File: src/rtl/credit_elastic_rx.sv
// credit_elastic_rx: receive side of a credit-based stream link.
// Beats are buffered in a SIZE-entry circular buffer and one credit is returned per downstream pop.
// OUT_REG=1 adds an output flop stage that is counted inside SIZE.
// Optional macro CREDIT_RX_OVERFLOW_CHECK_EN enables a sticky overflow flag and a simulation assertion.
module credit_elastic_rx #(
  parameter int unsigned DATAW   = 1,
  parameter int unsigned SIZE    = 4,
  parameter int unsigned OUT_REG = 0
) (
  input  logic                       clk,
  input  logic                       reset,
  input  logic                       valid_in,
  input  logic [DATAW-1:0]           data_in,
  output logic                       credit_out,
  output logic                       valid_out,
  output logic [DATAW-1:0]           data_out,
  input  logic                       ready_out,
  output logic [$clog2(SIZE+1)-1:0]  count,
  output logic                       overflow
);

  // The output register holds one of the SIZE entries, so the buffer is one entry smaller.
  localparam int unsigned FD = (OUT_REG != 0) ? SIZE - 1 : SIZE;
  localparam int unsigned PW = (FD > 1) ? $clog2(FD) : 1;
  localparam int unsigned CW = $clog2(SIZE + 1);

  logic [DATAW-1:0] mem_q [FD];
  logic [PW-1:0]    wr_ptr_q, wr_ptr_d;
  logic [PW-1:0]    rd_ptr_q, rd_ptr_d;
  logic [CW-1:0]    fcnt_q, fcnt_d;
  logic [CW-1:0]    count_q, count_d;
  logic             credit_q;
  logic             pop;
  logic             push;
  logic             fifo_rd;

  assign pop  = valid_out & ready_out;
  // No backpressure upstream: a beat is taken if there is room or a slot frees this cycle.
  assign push = valid_in & ((count_q < CW'(SIZE)) | pop);

  // Pointer wrap and occupancy bookkeeping.
  always_comb begin
    wr_ptr_d = wr_ptr_q;
    rd_ptr_d = rd_ptr_q;
    if (push) wr_ptr_d = (wr_ptr_q == PW'(FD - 1)) ? '0 : wr_ptr_q + PW'(1);
    if (fifo_rd) rd_ptr_d = (rd_ptr_q == PW'(FD - 1)) ? '0 : rd_ptr_q + PW'(1);
    fcnt_d  = fcnt_q + CW'(push) - CW'(fifo_rd);
    count_d = count_q + CW'(push) - CW'(pop);
  end

  // Buffer storage, pointers, counters and the credit return pulse.
  always_ff @(posedge clk or negedge reset) begin
    if (!reset) begin
      for (int i = 0; i < int'(FD); i++) mem_q[i] <= '0;
      wr_ptr_q <= '0;
      rd_ptr_q <= '0;
      fcnt_q   <= '0;
      count_q  <= '0;
      credit_q <= 1'b0;
    end else begin
      if (push) mem_q[wr_ptr_q] <= data_in;
      wr_ptr_q <= wr_ptr_d;
      rd_ptr_q <= rd_ptr_d;
      fcnt_q   <= fcnt_d;
      count_q  <= count_d;
      credit_q <= pop;
    end
  end

  assign credit_out = credit_q;
  assign count      = count_q;

  if (OUT_REG != 0) begin : g_oreg
    logic             oreg_v_q;
    logic [DATAW-1:0] oreg_d_q;

    // Refill the output register whenever it is empty or being popped.
    assign fifo_rd = (fcnt_q != '0) & (~oreg_v_q | pop);

    // Output register stage.
    always_ff @(posedge clk or negedge reset) begin
      if (!reset) begin
        oreg_v_q <= 1'b0;
        oreg_d_q <= '0;
      end else if (fifo_rd) begin
        oreg_v_q <= 1'b1;
        oreg_d_q <= mem_q[rd_ptr_q];
      end else if (pop) begin
        oreg_v_q <= 1'b0;
      end
    end

    assign valid_out = oreg_v_q;
    assign data_out  = oreg_d_q;
  end else begin : g_head
    assign fifo_rd   = pop;
    assign valid_out = (fcnt_q != '0);
    assign data_out  = mem_q[rd_ptr_q];
  end

`ifdef CREDIT_RX_OVERFLOW_CHECK_EN
  logic illegal;
  logic ovf_q;

  assign illegal = valid_in & (count_q == CW'(SIZE)) & ~pop;

  // Sticky protocol-error flag, cleared only by reset.
  always_ff @(posedge clk or negedge reset) begin
    if (!reset) ovf_q <= 1'b0;
    else        ovf_q <= ovf_q | illegal;
  end

  assign overflow = ovf_q;

`ifndef SYNTHESIS
  logic [31:0] cyc_q;

  // Cycle counter used only to locate an overflow in the simulation log.
  always_ff @(posedge clk or negedge reset) begin
    if (!reset) cyc_q <= '0;
    else        cyc_q <= cyc_q + 32'd1;
  end

  // Flag a push the transmitter had no credit for.
  always_ff @(posedge clk) begin
    if (reset) begin
      assert (!illegal)
        else $warning("credit_elastic_rx overflow: illegal push at cycle %0d, count=%0d", cyc_q, count_q);
    end
  end
`endif
`else
  assign overflow = 1'b0;
`endif

endmodule

File: config.mk
export PLATFORM = sky130hd
export DESIGN_NAME = credit_elastic_rx
export DESIGN_NICKNAME = d
export VERILOG_FILES = /design/src/rtl/credit_elastic_rx.sv
export SDC_FILE = /design/constraint.sdc
export NUM_CORES = 1
export LEC_CHECK = 0
export BUFFER_PORTS_ARGS = -buffer_cell sky130_fd_sc_hd__clkbuf_2
export CAP_MARGIN = 20
export CORE_MARGIN = 2
export CORE_UTILIZATION = 50
export DETAILED_ROUTE_END_ITERATION = 7
export PLACE_DENSITY_LB_ADDON = 0.15
export SYNTH_ARGS = -nofsm -noshare
export SYNTH_HDL_FRONTEND = slang
export SYNTH_SLANG_ARGS = --single-unit
export TNS_END_PERCENT = 10
File: constraint.sdc
create_clock -name clk -period 5.16 [get_ports clk]
set_input_delay 0.258 -clock clk [delete_from_list [all_inputs] [get_ports clk]]
set_output_delay 0.258 -clock clk [all_outputs]
set_load 0.005 [all_outputs]
==> reports/results.tsv <==
stage	metric	value	unit
run_status	outcome	finished, final reports clean	
layout	share of cells above drive strength 1	24.7	%
placement	port bufs	10	
worst_setup_path	Setup crit end	fcnt_q[2]	
timing	RSZ-0062 raised after global routing	false	
routing	DR WL/cell	12.9	um
clock_network	clk_lat worst skew	0.27	ns
clock_network	TritonCTS clock tree	yes	
placement	Cell Area, Placed	850	um2
floorplanning	Die Ht	43.7	um
synthesis	post-synthesis sequential area ratio	47.7	%
global_route	vias in the first global route	503	
pwr	Flop pwr share	44.1	%
pwr	Leak Pwr	0.440	nW
placement	GPL Wtd Cong	0.673	
global_route	grt total ovfl	0	
timing	final setup TNS	0	ns
floorplanning	initial core utilization	52.9	%
worst_setup_path	R2R Setup Slk	2.82	ns
synthesis	Mapped Nets	78	
floorplanning	die width	43.7	um
synthesis	#FFs+latches synth	15	
floorplanning	core region area	1490	um2
worst_setup_path	CP Data Required Time	5.36	ns
routing	Via-to-Cell Ratio	5.06	
timing	Clock Skews	0.00133	ns
routing	iteration count of the initial detailed-routing pass	4	
timing	Slew Limit Fails	0	
timing	f_max	427	MHz
pwr	Comb power frac	43.8	%
worst_setup_path	Arrival @ worst endpoint	2.54	ns
pwr	clock power share	12.1	%
layout	n_diodes	0	
layout	P&R area growth vs syn	12.6	%
placement	Placed Instances	88	
global_route	initial antenna violation count	0	
global_route	total track usage	16.8	%
flow_run	# Max-Cap Violations	0	
worst_setup_path	Worst Setup Path Type	flip-flop to flip-flop	
global_route	largest net degree at the start of global routing	16	
worst_setup_path	crit-path max FO	6	
synthesis	Gate Count Post-Synth	63	
worst_setup_path	Startpoint Class	flip-flop	
timing	final setup violation count	0	
routing	final WL	1200	um
clock_network	H-tree Lvls	1	
global_route	first-pass GRT wire length	2270	um
routing	ANT nets after route	0	
clock_network	CTS Buffer Depth	2	
floorplanning	Rows	14	
layout	fin area	886	um2
clock_network	clk root buf	clkbuf_4	
min_path	cell depth of the worst hold path	3	
timing	fin crit period	2.34	ns
synthesis	Syn Area/Cell	12.5	um2
synthesis	Synth Warn #	0	
pwr	P_sw	0.203	mW
pwr	Sw Ratio	37.6	%
routing	Iteration-0 DRC Markers	8	
worst_setup_path	RR Endpoint	fcnt_q[2]	
min_path	Hold Path Class	primary input to flip-flop	
pwr	peak supply drop	0.000321	V
pwr	internal power	0.337	mW
floorplanning	die area	1910	um2
synthesis	Post-Syn Area	787	um2
worst_setup_path	Reg2Reg Depth	10	
worst_setup_path	worst setup path startpoint	fcnt_q[1]	
layout	fin nets	93	
placement	hpwl dp	946	um
worst_setup_path	Worst R2R Start	fcnt_q[1]	
clock_network	TritonCTS Sinks	15	
floorplanning	I/O pin count	12	
clock_network	CTS clock-pin slew for the worst setup and hold paths	0.08	ns
clock_network	CTS Buf Count	3	
routing	DRC Markers	0	
synthesis	Netlist cell types	20	
layout	Layout Cells excl Fill	93	
worst_setup_path	Crit. End Element	flip-flop	
routing	vias	471	
timing	Fin. Hold Viols	0	
pwr	pwr dens	609	nW/um2
timing	final worst path period share	45.3	%
clock_network	CTS resizes	0	
## state kept, by name, summed over array words and instances (netlist names)
signal      flops
count           3
wr_ptr_q        2
credit_out      1
fcnt_q          3
mem_q           4
rd_ptr_q        2
## cells by family after synthesis
group                      Yosys count  synth area share (%)
DFF                                 15                  47.7
muxes                                3                  5.72
other                                1                 0.476
xor gates and xnor gates             4                  4.45
and+or+nand+nor                      7                  3.97
adders and majority gates           10                  17.8
AOI/OAI and AO/OA                   12                  14.1
buffers and inverters               11                  5.72
## through the flow
step | setup slack, ns | utilization, % | hold WS, ns | power [mW]
after floorplan | 2.99 | - | -0.0376 | 0.409
after global placement | 2.86 | 57.1 | 0.187 | 0.469
after detailed placement | 2.84 | 57.1 | 0.191 | 0.480
after CTS | 2.81 | 59.5 | 0.286 | 0.550
after global routing | 2.62 | 59.5 | 0.313 | 0.604
final | 2.82 | 59.5 | 0.295 | 0.539
## power by group through the flow
stage	Clock, mW	Sequential [mW]	Combinational, mW
finish	0.0651	0.238	0.236
detailed placement	0	0.242	0.239
floorplan	0	0.230	0.179
global placement	0	0.240	0.229
CTS	0.0701	0.239	0.240
global route	0.0736	0.251	0.279
## worst max-delay path, cell delays in order (launching register included)
cell and delay (ns):
dfrtp_1 0.46, o31ai_4 0.40, a21boi_2 0.14, inv_1 0.07, ha_1 0.22, inv_1 0.08
ha_1 0.14, inv_1 0.05, fa_1 0.38, xnor2_1 0.19, xnor2_1 0.14
## cell usage after synthesis
cell	number	share of area, %
a21boi_2	1	1.4
a21o_2	1	1.1
a21oi_1	1	0.64
a22o_1	4	4.5
buf_4	1	0.95
conb_1	1	0.48
dfrtp_1	15	48
fa_1	2	5.1
ha_1	8	13
inv_1	9	4.3
inv_2	1	0.48
mux2_1	2	2.9
mux4_2	1	2.9
nand2_1	4	1.9
nor2_1	1	0.48
nor3_1	1	0.64
o211ai_1	4	3.8
o31ai_4	1	2.7
or3_2	1	0.95
xnor2_1	4	4.5
## cell usage in the layout, fill, tap and decap left out, drive strengths merged, types with 2 or more instances in the layout
| cell | synthesis | final |
|---|---|---|
| xnor2 | 4 | 4 |
| ha | 8 | 8 |
| fa | 2 | 2 |
| a22o | 4 | 4 |
| inv | 10 | 10 |
| nand2 | 4 | 4 |
| dfrtp | 15 | 15 |
| o211ai | 4 | 4 |
| clkbuf | 0 | 14 |
| mux2 | 2 | 2 |
## per-layer routing
layer	routed length [um]	up-vias	global-route usage, %
li1	-	238	-
met1	562	220	22.2
met2	560	11	25.9
met3	56	2	2.50
met4	18	0	10.9
met5	0	-	0
## what timing repair did
item	4_1_cts	5_1_grt
hold buffers	1	0
buffers inserted	0	0
endpoints found under the hold margin	15	0
## how the worst min path moves through the flow
| stage | start | to | slack, ns |
|---|---|---|---|
| 3_5_place_dp | reset | mem_q[2] | 0.19 |
| 4_1_cts | ready_out | credit_out | 0.29 |
| 5_1_grt | ready_out | credit_out | 0.31 |
| 6_report | ready_out | credit_out | 0.29 |
| 2_1_floorplan | reset | count[0] | -0.04 |
| 3_3_place_gp | reset | mem_q[2] | 0.19 |
## final cells by class
class                           instances  area, um2
Sequential cell                        15        375
Multi-Input combinational cell         37        367
Tap cell                               16       20.0
Timing Repair Buffer                   11       60.1
Fill cell                             128        603
Clock buffer                            4       26.3
Inverter                               10       37.5
Power figures use the tool's default switching activity.
